File: config.mk
export PLATFORM = sky130hd
export DESIGN_NAME = calc_serial_tx_flat
export DESIGN_NICKNAME = d
export VERILOG_FILES = /design/src/rtl/calc_serial_pkg.sv /design/src/rtl/calc_serial_tx_if.sv /design/src/rtl/calc_serial_tx_bit_timer.sv /design/src/rtl/calc_serial_tx.sv /design/src/flat_wrapper.sv
export SDC_FILE = /design/constraint.sdc
export NUM_CORES = 1
export LEC_CHECK = 0
export CAP_MARGIN = 40
export CORE_MARGIN = 3
export CORE_UTILIZATION = 58
export CTS_CLUSTER_SIZE = 28
export DETAILED_ROUTE_END_ITERATION = 6
export PLACE_DENSITY_LB_ADDON = 0.3
export SETUP_SLACK_MARGIN = 0.3
export SLEW_MARGIN = 20
export SYNTH_ARGS = -nofsm -noshare
export SYNTH_HDL_FRONTEND = slang
export SYNTH_SLANG_ARGS = --single-unit
File: constraint.sdc
create_clock -name clk -period 4.3 [get_ports clk]
set_clock_uncertainty 0.05 [all_clocks]
set_input_delay 0.86 -clock clk [delete_from_list [all_inputs] [get_ports clk]]
set_output_delay 0.86 -clock clk [all_outputs]
set_load 0.02 [all_outputs]
File: src/rtl/calc_serial_pkg.sv
// Shared types and line levels for the calculator serial transmitter.
// Optional parity state is present only when CALC_SERIAL_TX_PARITY_EN is defined.
package calc_serial_pkg;

`ifdef CALC_SERIAL_TX_PARITY_EN
    typedef enum logic [2:0] {ST_IDLE, ST_START, ST_DATA, ST_PAR, ST_STOP} ser_state_e;
`else
    typedef enum logic [2:0] {ST_IDLE, ST_START, ST_DATA, ST_STOP} ser_state_e;
`endif

    localparam logic SER_START_BIT  = 1'b0;
    localparam logic SER_STOP_BIT   = 1'b1;
    localparam logic SER_IDLE_LEVEL = 1'b1;

    // Counter width that still works for a count range of one.
    function automatic int ser_cnt_w(input int n);
        return (n > 1) ? $clog2(n) : 1;
    endfunction

endpackage

File: src/rtl/calc_serial_tx_if.sv
// Controller-side handshake and serial line of the calculator transmitter.
interface calc_serial_tx_if #(
    parameter int DATA_W = 8
);
    logic              p_load;
    logic              tx_dat;
    logic [DATA_W-1:0] data_in;
    logic              tx_out;
    logic              tx_done;

    modport master (output p_load, tx_dat, data_in, input tx_out, tx_done);
    modport slave  (input p_load, tx_dat, data_in, output tx_out, tx_done);
endinterface

File: src/rtl/calc_serial_tx_bit_timer.sv
// Bit-period timer: counts 0..BIT_CYCLES-1 and flags the last cycle of each bit.
module serial_bit_timer
    import calc_serial_pkg::*;
#(
    parameter int BIT_CYCLES = 4
) (
    input  logic clk,
    input  logic reset,
    input  logic clear_i,
    output logic bit_end_o
);
    localparam int CW = ser_cnt_w(BIT_CYCLES);

    logic [CW-1:0] cnt_q, cnt_d;
    logic          last;

    assign last      = (cnt_q == CW'(BIT_CYCLES - 1));
    assign bit_end_o = last && !clear_i;

    always_comb begin
        cnt_d = cnt_q;
        if (clear_i || last) cnt_d = '0;
        else                 cnt_d = cnt_q + CW'(1);
    end

    always_ff @(posedge clk) begin
        if (!reset) cnt_q <= '0;
        else        cnt_q <= cnt_d;
    end
endmodule

File: src/rtl/calc_serial_tx.sv
// Framed serial transmitter: start bit, LSB-first data, optional parity, stop bit.
// Define CALC_SERIAL_TX_PARITY_EN to insert an even-parity bit before the stop bit.
module calc_serial_tx
    import calc_serial_pkg::*;
#(
    parameter int DATA_W     = 8,
    parameter int BIT_CYCLES = 4
) (
    input logic              clk,
    input logic              reset,
    calc_serial_tx_if.slave  bus
);
    localparam int IW = ser_cnt_w(DATA_W);

    ser_state_e        state_q, state_d;
    logic [DATA_W-1:0] hold_q, hold_d;
    logic [DATA_W-1:0] shift_q, shift_d;
    logic [IW-1:0]     idx_q, idx_d;
    logic              tx_out_q, tx_out_d;
    logic              tx_done_q, tx_done_d;
    logic              bit_end;

    serial_bit_timer #(.BIT_CYCLES(BIT_CYCLES)) u_timer (
        .clk       (clk),
        .reset     (reset),
        .clear_i   (state_q == ST_IDLE),
        .bit_end_o (bit_end)
    );

    always_comb begin
        state_d   = state_q;
        hold_d    = bus.p_load ? bus.data_in : hold_q;
        shift_d   = shift_q;
        idx_d     = idx_q;
        tx_out_d  = tx_out_q;
        tx_done_d = tx_done_q;
        case (state_q)
            ST_IDLE: begin
                tx_out_d  = SER_IDLE_LEVEL;
                tx_done_d = 1'b1;
                if (bus.tx_dat) begin
                    // Load bypass: a same-cycle p_load wins over the stale holding word.
                    state_d   = ST_START;
                    shift_d   = bus.p_load ? bus.data_in : hold_q;
                    tx_out_d  = SER_START_BIT;
                    tx_done_d = 1'b0;
                end
            end
            ST_START: begin
                if (bit_end) begin
                    state_d  = ST_DATA;
                    idx_d    = '0;
                    tx_out_d = shift_q[0];
                end
            end
            ST_DATA: begin
                if (bit_end) begin
                    // Rotate so the full word is intact again after the last bit.
                    shift_d = (shift_q >> 1) | (shift_q << (DATA_W - 1));
                    if (idx_q == IW'(DATA_W - 1)) begin
                        idx_d = '0;
`ifdef CALC_SERIAL_TX_PARITY_EN
                        state_d  = ST_PAR;
                        tx_out_d = ^shift_q;
`else
                        state_d  = ST_STOP;
                        tx_out_d = SER_STOP_BIT;
`endif
                    end else begin
                        idx_d    = idx_q + IW'(1);
                        tx_out_d = shift_d[0];
                    end
                end
            end
`ifdef CALC_SERIAL_TX_PARITY_EN
            ST_PAR: begin
                if (bit_end) begin
                    state_d  = ST_STOP;
                    tx_out_d = SER_STOP_BIT;
                end
            end
`endif
            ST_STOP: begin
                if (bit_end) begin
                    state_d   = ST_IDLE;
                    tx_out_d  = SER_IDLE_LEVEL;
                    tx_done_d = 1'b1;
                end
            end
            default: begin
                state_d   = ST_IDLE;
                tx_out_d  = SER_IDLE_LEVEL;
                tx_done_d = 1'b1;
            end
        endcase
    end

    always_ff @(posedge clk) begin
        if (!reset) begin
            state_q   <= ST_IDLE;
            hold_q    <= '0;
            shift_q   <= '0;
            idx_q     <= '0;
            tx_out_q  <= SER_IDLE_LEVEL;
            tx_done_q <= 1'b1;
        end else begin
            state_q   <= state_d;
            hold_q    <= hold_d;
            shift_q   <= shift_d;
            idx_q     <= idx_d;
            tx_out_q  <= tx_out_d;
            tx_done_q <= tx_done_d;
        end
    end

    assign bus.tx_out  = tx_out_q;
    assign bus.tx_done = tx_done_q;
endmodule

File: src/flat_wrapper.sv
// flat-port wrapper written by rule: the top's interface ports become plain ports
module calc_serial_tx_flat import calc_serial_pkg::*;
#(
    parameter int DATA_W     = 8,
    parameter int BIT_CYCLES = 4
)
  (clk, reset, bus_p_load, bus_tx_dat, bus_data_in, bus_tx_out, bus_tx_done);
  calc_serial_tx_if #(.DATA_W(DATA_W)) bus_i ();
  input logic clk;
  input logic reset;
  input wire logic [$bits(bus_i.p_load)-1:0] bus_p_load;
  input wire logic [$bits(bus_i.tx_dat)-1:0] bus_tx_dat;
  input wire logic [$bits(bus_i.data_in)-1:0] bus_data_in;
  output wire logic [$bits(bus_i.tx_out)-1:0] bus_tx_out;
  output wire logic [$bits(bus_i.tx_done)-1:0] bus_tx_done;
  assign bus_i.p_load = bus_p_load;
  assign bus_i.tx_dat = bus_tx_dat;
  assign bus_i.data_in = bus_data_in;
  assign bus_tx_out = bus_i.tx_out;
  assign bus_tx_done = bus_i.tx_done;
  calc_serial_tx #(.DATA_W(DATA_W), .BIT_CYCLES(BIT_CYCLES)) u_core (.clk(clk), .reset(reset), .bus(bus_i));
endmodule
# Yosys cells after proc, flatten, opt, wreduce, memory -nomap -nowiden
# Index checks and enable logic that the tools add are counted.
# word_totals
reg_bits,26
out_inout_bits,2
# op_classes
n_addsub,2
eq_ne,10
n_mux,20
bitwise_logic,3
reduce_logical,13
# op_table
operator,count
$mux 8,3
$mux 3,7
$pmux 8 s2,1
$pmux 3 s4,1
$reduce_and 3->1,3
$ne 2x1->1 const B,4
$or 7x8->8,1
$eq 3x2->1 const B,2
$pmux 3 s2,1
$mux 1,5
$reduce_and 5->1,1
$pmux 1 s4,1
$reduce_bool 2->1,2
$reduce_or 2->1,2
$add 3x1->3 const B,1
$eq 3x1->1 const B,1
$eq 3x3->1 const B,1
$logic_not 3->1,1
$pmux 1 s3,1
$add 2x1->2 const B,1
$eq 2x2->1 const B,1
$ne 2x2->1 const B,1
$not 1->1,2
$reduce_and 2->1,1
other kinds (3),3

# Longest topological paths before layout
# Gate-level depths: netlist of run 1.
# logic_depth
ltp_word,5
mapped_depth,7

# Hierarchy
# Synthesis of run 1 repeated with hierarchy kept, for this count alone.
# hier_totals
cells_unflattened,117
hier_area_um2,1219.9
# modules_own_cells
module,n_inst,cells_per_inst,area_per_inst_um2,seq_area_each_um2
calc_serial_tx,1,111,1131.1,460.4
serial_bit_timer,1,6,88.8,40.0

# Worst setup path before layout of run 1
# Ideal clock, no wire load.
# synth_timing
path_kind,input-to-reg
start,in bus_p_load
end,reg u_core.shift_q[0]
t_arrival_ns,1.684
required_time_ns,4.108
slack_ns,2.424
path_stages,4
n_path_buf,1
path_cell_list,clkbuf_1 -> mux2_2 -> mux2i_1 -> o22ai_1
# synth_via
elab_chain_len,3
# synth_rtl
item,line_no,rtl
start: declaration,flat_wrapper.sv:11,input wire logic [$bits(bus_i.p_load)-1:0] bus_p_load;
$mux 8,calc_serial_tx.sv:44,shift_d = bus.p_load ? bus.data_in : hold_q;
$mux 8,calc_serial_tx.sv:41,if (bus.tx_dat) begin
$pmux 8 s2,calc_serial_tx.sv:37,case (state_q)
end signal: assignment,calc_serial_tx.sv:109,shift_q <= shift_d;
end: declaration,calc_serial_tx.sv:17,"logic [DATA_W-1:0] shift_q, shift_d;"
# Every way passes these cells. The select of a mux whose other input is x is not followed.
# A chain may end at the register's enable or synchronous reset.

==> results of run 1 <==
[cell families after synthesis]
logic type | after synthesis
muxes | 18
buffers and inverters | 16
and+or+nand+nor | 32
DFF | 25
adders and majority gates | 8
AOI/OAI and AO/OA | 21
[flip-flops by register name, summed over array words and instances (netlist names)]
name / flops
u_core.state_q: 2
u_core.bus.tx_out: 1
u_core.u_timer.cnt_q: 2
u_core.idx_q: 3
u_core.bus.tx_done: 1
u_core.shift_q: 8
u_core.hold_q: 8
[worst register-to-register path: cells and delay by family, from the launching register on]
family | cells | cell delay (ns)
flops | 1 | 0.42
buf+inv | 1 | 0.10
fa+ha+maj | 1 | 0.30
simple gates | 1 | 0.24
compound gates | 2 | 0.67
[path summary, 6_finish.rpt]
kind,end,slack [ns],depth (start not counted)
min,u_core.u_timer.cnt_q[0],0.42,1
max,u_core.shift_q[1],1.90,4
min reg2reg,u_core.u_timer.cnt_q[0],0.42,1
max reg2reg,u_core.shift_q[1],2.40,5
[layer usage]
metal | wire length [um] | share of wire [%]
met4 | 44 | 2.1
met2 | 1080 | 50
met1 | 954 | 45
met5 | 0 | 0
met3 | 62 | 2.9
[cells in the final DEF, fill, tap and decap left out, types with 3 or more instances in the layout]
cell	instances
mux2i_1	9
nand2_1	4
mux2_2	9
nor2b_1	4
dfxtp_1	25
a21oi_1	3
o21ai_0	5
inv_1	11
o22ai_1	8
ha_1	8
clkdlybuf4s50_1	13
clkbuf_4	3
and2_1	8
[power groups by stage]
stage | Combinational, mW | Clock [mW] | Sequential, mW
6_report | 0.267 | 0.103 | 0.302
3_3_place_gp | 0.258 | 0 | 0.303
3_5_place_dp | 0.266 | 0 | 0.306
5_1_grt | 0.298 | 0.114 | 0.306
2_1_floorplan | 0.195 | 0 | 0.309
4_1_cts | 0.268 | 0.106 | 0.301
[area by class of cell]
type                       instances  area share [%]
clock buffer                       4            1.95
inverter                          12            3.34
multi-input combinational         79            45.7
sequential                        25            37.1
tap                               25            2.32
timing repair buffer              13            9.64
[stage by stage]
| stage | std cells | setup WS, ns |
|---|---|---|
| 6_report | 158 | 1.90 |
| 2_1_floorplan | 120 | 2.42 |
| 5_1_grt | 158 | 1.81 |
| 3_3_place_gp | 154 | 1.65 |
| 3_5_place_dp | 154 | 1.59 |
| 4_1_cts | 158 | 1.91 |
==> impl_metrics.py, run 1 <==
metrics = {
    "clock_network": {
        "cts_inserted_buffers": 3,
        "postCtsSetupBuffers": 0,
        "postCtsHoldBufs": 0,
        "clk_pin_slew_worst_paths_ns": 0.13,
        "cts-resized-gates": 0,
        "htreeDepth": 1,
        "cts_root_buffer": "clkbuf_4",
        "clockBufferDepth": 2,
        "clk_latency_ns": 0.31,
        "cts_tree": "done",
        "numClockSinks": 25,
    },
    "layout": {
        "utilization_pct": 74.2,
        "multi_input_comb_area_um2": 617,
        "register_area_um2": 500,
        "finalInstanceArea_um2": 1350,
        "fin_nets": 154,
        "syn2layout_area_growth_pct": 14.4,
        "n_antenna_cell": 0,
        "n_fill_cell": 145,
        "drive_gt1_share_pct": 10.5,
    },
    "logic_synthesis": {
        "synth_largest_area_cell": "dfxtp_1",
        "synth-xor-area-share_pct": 0,
        "yosys_warnings": 0,
        "ys_top_cells_by_count": "dfxtp_1 (25), inv_1 (11), mux2_2 (9), mux2i_1 (9)",
        "synth_area_leaders": "dfxtp_1 (42%), mux2_2 (8.6%), ha_1 (8.5%), mux2i_1 (7.6%), and2_1 (4.2%)",
        "syn-instance-count": 120,
        "ys_seq_area_share_pct": 42.4,
        "ys_ff_latch": 25,
        "synth.avg_cell_area_um2": 9.83,
        "synthSimpleGateAreaFrac_pct": 16.8,
        "synth_top_area_share_pct": 42.4,
        "synth_ff_type": "dfxtp_1",
        "synth_top_family_by_area": "simple AND/OR/NAND/NOR gates",
        "synth-compound-area-share_pct": 10.8,
        "synth_most_common_cell": "dfxtp_1",
        "synthAdderAreaFrac_pct": 8.48,
        "syn-num-nets": 140,
        "ys_types": 32,
        "synth.mux.area_fraction_pct": 16.2,
        "synth.cell_area_um2": 1180,
        "synth_edf_count": 0,
        "async_reset_ff_share_pct": 0,
    },
    "floorplanning": {
        "die_w_um": 51.1,
        "rows": 15,
        "dieArea_um2": 2610,
        "die_h_um": 51.1,
        "ios": 14,
        "initial_core_util_pct": 64.8,
        "core-area_um2": 1820,
    },
    "routing": {
        "vias": 883,
        "first_pass_iters": 4,
        "routed_wl_mm": 2.14,
        "drc": 0,
        "drtAntennaViolNets": 0,
        "via_per_inst": 5.59,
        "drt_iter0_drc": 6,
        "wl_per_cell_um": 13.5,
    },
    "power": {
        "intPower_mw": 0.438,
        "p_clk_share_pct": 15.3,
        "leakage_nw": 0.589,
        "switchingPower_mw": 0.234,
        "power-per-cell-area_nw_per_um2": 498,
        "ir_worst_vdd_mv": 0.306,
        "power.total_mw": 0.673,
        "seqPwrFrac_pct": 44.9,
        "p_comb_share_pct": 39.7,
        "sw_frac_of_total_pct": 34.9,
    },
    "global_route": {
        "overflow": 0,
        "grt_util_met1_pct": 19.9,
        "busiest_layer": "met2",
        "grt_pass1_wl_mm": 3.60,
        "use_met3_pct": 2.92,
        "antenna_found_initial": 0,
        "grt_pass1_vias": 886,
        "grt_max_degree": 15,
        "grt.total_usage_pct": 18.4,
        "use_met2_pct": 34.1,
    },
    "worst_setup_path": {
        "crit_buf_inv": 2,
        "cpLargestDelayFamily": "buffers and inverters",
        "cp.arrival_ns": 2.60,
        "critical_path.max_stage_delay_ns": 0.71,
        "worstPathRequired_ns": 4.49,
        "rr_startpoint": "u_core.state_q[0]",
        "crit_fanout": 14,
        "crit_path_end_kind": "flip-flop",
        "worstSetupStartpoint": "reset",
        "path_cells": "clkdlybuf4s50_1 > inv_1 > or3_1 > o22ai_1",
        "path_class": "primary input to flip-flop",
        "startpoint_type": "primary input",
        "critPathSlowestCell": "clkdlybuf4s50_1",
    },
    "hold_path": {
        "hp-start": "u_core.u_timer.cnt_q[0]",
        "hold_class": "flip-flop to flip-flop",
    },
    "sta": {
        "setup_tns_ns": 0,
        "hold_viol": 0,
        "worst_pin_slew_ns": 0.553,
        "drv_slew": 0,
        "max_slew_margin_pct": 62.9,
        "fmax_ghz": 0.416,
        "fin_crit_sh_pct": 55.9,
        "finalSetupViolations": 0,
        "rsz0062_at_grt": "false",
        "holdWs_ns": 0.418,
        "period_needed_ns": 2.40,
    },
    "placement": {
        "placed_area_um2": 1320,
        "io_buffer_count": 13,
        "dpl.hpwl_mm": 1.61,
        "gp_congestion": 0.767,
    },
    "flow_run": {
        "maxCapViolations": 0,
    },
    "status": {
        "outcome": "completed",
    },
}
No activity file was read; power rests on OpenSTA's default activity.
==> run 2, diff against run 1 <==
--- a/config.mk
+++ b/config.mk
@@ -7,7 +7,7 @@
 export LEC_CHECK = 0
 export CAP_MARGIN = 40
 export CORE_MARGIN = 3
-export CORE_UTILIZATION = 58
+export CORE_UTILIZATION = 48
 export CTS_CLUSTER_SIZE = 28
 export DETAILED_ROUTE_END_ITERATION = 6
 export PLACE_DENSITY_LB_ADDON = 0.3
==> constraint.sdc (replaced) <==
create_clock -name clk -period 2.2 [get_ports clk]
set_clock_uncertainty 0.05 [all_clocks]
set_input_delay 0.44 -clock clk [delete_from_list [all_inputs] [get_ports clk]]
set_output_delay 0.44 -clock clk [all_outputs]
set_load 0.02 [all_outputs]
==> run 2 against run 1 <==
Against the previous run:
- register-to-register slack worse by 2.0 ns
- highest routed layer unchanged
- routed wire length fell by 3.3%
- largest cell class unchanged
- final area increased by 2.2%
- clock-buffer cell count shrank 1
- combinational power rose by 100%
==> impl_metrics.py, run 2 (synthesized netlist as in run 1, its figures left out) <==
metrics = {
    "status": {
        "outcome": "completed",
    },
    "clock_network": {
        "numClockSinks": 25,
        "clockBufferDepth": 2,
        "clk_latency_ns": 0.32,
        "cts_tree": "done",
        "cts_root_buffer": "clkbuf_4",
        "cts_inserted_buffers": 3,
        "htreeDepth": 1,
        "postCtsSetupBuffers": 0,
        "clk_pin_slew_worst_paths_ns": 0.13,
    },
    "sta": {
        "worst_slack_ns": 0.417,
        "hold_viol": 0,
        "finalSetupViolations": 0,
        "period_needed_ns": 1.78,
        "rsz0062_at_grt": "true",
        "setup_tns_ns": 0,
        "drv_slew": 0,
        "max_slew_margin_pct": 75.6,
        "fin_crit_sh_pct": 81.1,
        "fmax_ghz": 0.561,
        "worst_pin_slew_ns": 0.366,
    },
    "worst_setup_path": {
        "critPathSlowestCell": "clkdlybuf4s50_1",
        "worstPathRequired_ns": 1.71,
        "cp.arrival_ns": 1.29,
        "critical_path.max_stage_delay_ns": 0.61,
        "cpLargestDelayFamily": "buffers and inverters",
        "startpoint_type": "flip-flop",
        "path_cells": "clkdlybuf4s50_1",
        "crit_path_end_kind": "output pin",
        "crit_buf_inv": 1,
        "path_class": "flip-flop to output pin",
        "crit_fanout": 3,
    },
    "global_route": {
        "grt_max_degree": 15,
        "grt_pass1_wl_mm": 3.47,
        "overflow": 0,
        "grt_pass1_vias": 810,
        "grt.total_usage_pct": 13.9,
        "antenna_found_initial": 0,
    },
    "layout": {
        "finalInstanceArea_um2": 1380,
        "top_regs": "u_core.hold_q x8, u_core.shift_q x8, u_core.idx_q x3",
        "layout_commonest_cell": "dfxtp_1",
        "utilization_pct": 60.6,
        "n_antenna_cell": 0,
        "drive_gt1_share_pct": 14.1,
        "fin_nets": 156,
        "n_fill_cell": 200,
        "layout_common_cells": "dfxtp_1 (25), clkdlybuf4s50_1 (13), inv_1 (11), mux2i_1 (9), mux2_2 (9)",
        "syn2layout_area_growth_pct": 17.0,
    },
    "routing": {
        "drt_iter0_drc": 7,
        "drtAntennaViolNets": 0,
        "routed_wl_mm": 2.07,
        "wl_per_cell_um": 12.7,
        "first_pass_iters": 4,
        "vias": 884,
        "via_per_inst": 5.42,
        "drc": 0,
    },
    "power": {
        "intPower_mw": 0.871,
        "p_clk_share_pct": 15.2,
        "p_comb_share_pct": 40.9,
        "seqPwrFrac_pct": 43.9,
        "ir_worst_vdd_mv": 0.768,
        "leakage_nw": 0.603,
        "power-per-cell-area_nw_per_um2": 968,
        "power.total_mw": 1.34,
        "switchingPower_mw": 0.466,
        "sw_frac_of_total_pct": 34.8,
    },
    "placement": {
        "dpl.hpwl_mm": 1.59,
        "io_buffer_count": 13,
        "placed_area_um2": 1340,
        "pre_cts_ws_ns": 0.260,
        "gp_congestion": 0.753,
    },
    "floorplanning": {
        "ios": 14,
        "die_h_um": 55.6,
        "core-area_um2": 2280,
        "initial_core_util_pct": 51.8,
        "rows": 17,
        "die_w_um": 55.6,
        "dieArea_um2": 3090,
    },
    "hold_path": {
        "hold_class": "flip-flop to flip-flop",
    },
    "flow_run": {
        "maxCapViolations": 0,
    },
}
==> run 2: changes by cell type in the layout (fill, tap and decap cells not counted), sizes merged <==
cell    delta
clkinv     +1
buf        +2
clkbuf     -1
==> run 2: layout make-up <==
type	count	area, um^2	share of cell area, %
well taps	28	35.0	2.54
flip-flops and latches	25	500	36.3
repair buffers	15	145	10.5
multi-input cells	79	627	45.4
clock inverters	1	5.00	0.363
inverters	12	45.0	3.26
clock buffers	3	22.5	1.63
==> run 2: final timing paths <==
| check | from | endpoint | slack [ns] | cells past startpoint |
|---|---|---|---|---|
| setup reg to reg | u_core.state_q[0] | u_core.state_q[0] | 0.45 | 5 |
| hold reg to reg | u_core.u_timer.cnt_q[0] | u_core.u_timer.cnt_q[0] | 0.39 | 1 |
| hold / removal | u_core.u_timer.cnt_q[0] | u_core.u_timer.cnt_q[0] | 0.39 | 1 |
| setup / recovery | u_core.bus.tx_done | bus_tx_done | 0.42 | 1 |
==> run 2: routing by layer <==
metal	vias to the layer above	part of all wire (%)	track usage, %
met1	408	43	15.7
met3	4	4.9	4.87
met5	-	0	0
met2	21	50	24.5
li1	451	-	-
met4	0	1.4	4.17
==> run 2: power groups by stage <==
stage	Clock, mW	Sequential [mW]	Combinational [mW]
6_report	0.203	0.586	0.547
5_1_grt	0.230	0.597	0.602
4_1_cts	0.215	0.587	0.539
3_5_place_dp	0	0.597	0.538
3_3_place_gp	0	0.591	0.522
2_1_floorplan	0	0.603	0.382
==> run 2: repair_timing <==
action,4_1_cts,5_1_grt
endpoints found under the setup margin,0,9
hold buffers,0,0
gates resized for setup,0,2
==> run 2: stage by stage <==
step | hold WS [ns] | instances
after detailed placement | 0.376 | 159
after global placement | 0.367 | 159
after global routing | 0.416 | 163
after CTS | 0.394 | 163
final | 0.393 | 163
after floorplan | 0.357 | 120
==> run 3, diff against run 2 <==
--- a/config.mk
+++ b/config.mk
@@ -7,7 +7,7 @@
 export LEC_CHECK = 0
 export CAP_MARGIN = 40
 export CORE_MARGIN = 3
-export CORE_UTILIZATION = 48
+export CORE_UTILIZATION = 53
 export CTS_CLUSTER_SIZE = 28
 export DETAILED_ROUTE_END_ITERATION = 6
 export PLACE_DENSITY_LB_ADDON = 0.3
==> constraint.sdc (replaced) <==
create_clock -name clk -period 1.65 [get_ports clk]
set_clock_uncertainty 0.05 [all_clocks]
set_input_delay 0.33 -clock clk [delete_from_list [all_inputs] [get_ports clk]]
set_output_delay 0.33 -clock clk [all_outputs]
set_load 0.02 [all_outputs]
==> run 3 against run 2 <==
Against the previous run:
- non-clock buffer count up 13
- final area increased by 16%
- highest routed layer unchanged
- die area down 8.4%
- clock power rose by 46%
- global-route usage rose by 6.3 points
- worst setup slack worse by 0.36 ns
- largest cell class unchanged
- combinational power rose by 100%
- register-to-register slack got worse by 0.40 ns
- critical path depth grew 5
- power rose by 65%
- first-iteration DRC count grew 130%
- cell count increased by 7.4%
==> impl_metrics.py, run 3 (synthesized netlist as in run 1, its figures left out) <==
metrics = {
    "global_route": {
        "grt.total_usage_pct": 20.2,
        "grt_pass1_wl_mm": 3.99,
        "overflow": 0,
        "grt_pass1_vias": 998,
        "grt_max_degree": 16,
        "antenna_found_initial": 0,
    },
    "layout": {
        "multi_input_comb_area_um2": 746,
        "layout_commonest_cell": "dfxtp_1",
        "n_fill_cell": 135,
        "top_regs": "u_core.hold_q x8, u_core.shift_q x8, u_core.idx_q x3",
        "n_antenna_cell": 0,
        "fin_nets": 169,
        "fin_cells": 175,
        "syn2layout_area_growth_pct": 35.5,
        "drive_gt1_share_pct": 35.8,
        "register_area_um2": 505,
        "utilization_pct": 78.3,
        "layout_common_cells": "dfxtp_1 (23), buf_4 (14), clkdlybuf4s50_1 (11), inv_1 (10), mux2i_1 (9)",
    },
    "sta": {
        "rsz0062_at_grt": "true",
        "worst_pin_slew_ns": 0.309,
        "fmax_ghz": 0.627,
        "finalSetupViolations": 0,
        "setup_tns_ns": 0,
        "max_slew_margin_pct": 79.4,
        "fin_crit_sh_pct": 96.7,
        "worst_slack_ns": 0.0542,
        "hold_viol": 0,
        "period_needed_ns": 1.60,
        "drv_slew": 0,
    },
    "routing": {
        "drtAntennaViolNets": 0,
        "wl_per_cell_um": 14.4,
        "drt_iter0_drc": 16,
        "vias": 969,
        "via_per_inst": 5.54,
        "drc": 0,
        "first_pass_iters": 4,
        "routed_wl_mm": 2.52,
    },
    "status": {
        "outcome": "completed",
    },
    "floorplanning": {
        "core-area_um2": 2040,
        "die_w_um": 53.2,
        "initial_core_util_pct": 57.8,
        "ios": 14,
        "dieArea_um2": 2830,
        "rows": 16,
        "die_h_um": 53.2,
    },
    "worst_setup_path": {
        "r2r_end": "u_core.idx_q[0]",
        "cp.arrival_ns": 1.83,
        "ff2ff_setup_slack_ns": 0.05,
        "rr_startpoint": "u_core.state_q[1]",
        "startpoint_type": "flip-flop",
        "worstRegToRegCells": 6,
        "path_class": "flip-flop to flip-flop",
        "worstPathRequired_ns": 1.88,
        "crit_fanout": 7,
        "crit_path_end_kind": "flip-flop",
    },
    "clock_network": {
        "cts_inserted_buffers": 3,
        "clk_pin_slew_worst_paths_ns": 0.14,
        "clk_latency_ns": 0.34,
        "htreeDepth": 1,
        "clockBufferDepth": 2,
        "postCtsHoldBufs": 0,
        "cts_root_buffer": "clkbuf_4",
        "numClockSinks": 25,
        "cts_tree": "done",
    },
    "power": {
        "power.total_mw": 2.20,
        "leakage_nw": 0.679,
        "power-per-cell-area_nw_per_um2": 1380,
        "ir_worst_vdd_mv": 1.13,
    },
    "placement": {
        "io_buffer_count": 13,
        "dpl.hpwl_mm": 1.69,
        "gp_congestion": 0.795,
        "pre_cts_ws_ns": -0.111,
        "dp.cells": 164,
    },
    "hold_path": {
        "hp-start": "u_core.u_timer.cnt_q[0]",
        "holdPathEnd": "u_core.u_timer.cnt_q[0]",
        "hold_depth": 1,
        "hold_class": "flip-flop to flip-flop",
    },
    "flow_run": {
        "maxCapViolations": 0,
    },
}
==> run 3: changes by cell type in the layout (fill, tap and decap cells not counted), sizes merged <==
cell,delta
buf,+14
clkbuf,+1
clkdlybuf4s50,-2
clkinv,-1
clkinvlp,+1
==> run 3: worst max path at each step <==
stage,start,endpoint,slack (ns),depth (start not counted)
2_1_floorplan,u_core.state_q[0],u_core.shift_q[0],0.11,7
5_1_grt,u_core.state_q[1],u_core.shift_q[0],0.02,7
3_5_place_dp,bus_tx_dat,u_core.shift_q[5],-0.11,4
6_report,u_core.state_q[1],u_core.idx_q[0],0.05,6
3_3_place_gp,bus_tx_dat,u_core.shift_q[6],-0.05,4
4_1_cts,u_core.state_q[1],u_core.idx_q[0],0.1,6
==> run 3: report_power, final <==
part	leakage (nW)	total [mW]	internal (mW)	switching, mW
clock network	0.0139	0.296	0.0933	0.202
logic	0.459	1.12	0.606	0.511
registers	0.206	0.791	0.722	0.0687
==> run 3: routing by layer <==
layer  up-vias  global-route usage (%)  share of wire [%]
met3         7                    6.76                5.0
met5         -                       0                  0
li1        475                       -                  -
met4         0                    16.6                2.3
met2        19                    34.9                 53
met1       468                    19.2                 40
==> run 3: area by class of cell <==
class                      instances  share of cell area [%]
clock buffer                       3                    1.41
clock inverter                     1                   0.469
inverter                          12                    2.97
multi-input combinational         79                    46.6
sequential                        25                    31.6
tap                               27                    2.11
timing repair buffer              28                    14.8
==> run 3: worst max-delay path: stages (launching register included) <==
cell,delay (ns)
dfxtp_4,0.38
inv_1,0.08
ha_4,0.19
buf_4,0.14
nand2b_4,0.14
or4_4,0.42
a21oi_2,0.14
==> run 3: repair_timing <==
item / in CTS / in global routing
buffers inserted: 3 / 4
cloned: 0 / 0
endpoints found under the setup margin: 16 / 15
gates resized for setup: 14 / 21
pin swaps: 1 / 4
==> run 3: stage by stage <==
| stage | cell area, um^2 | hold slack, ns |
|---|---|---|
| after CTS | 1510 | 0.399 |
| after detailed placement | 1400 | 0.375 |
| final | 1600 | 0.394 |
| after floorplan | 1210 | 0.357 |
| after global routing | 1600 | 0.413 |
| after global placement | 1400 | 0.361 |
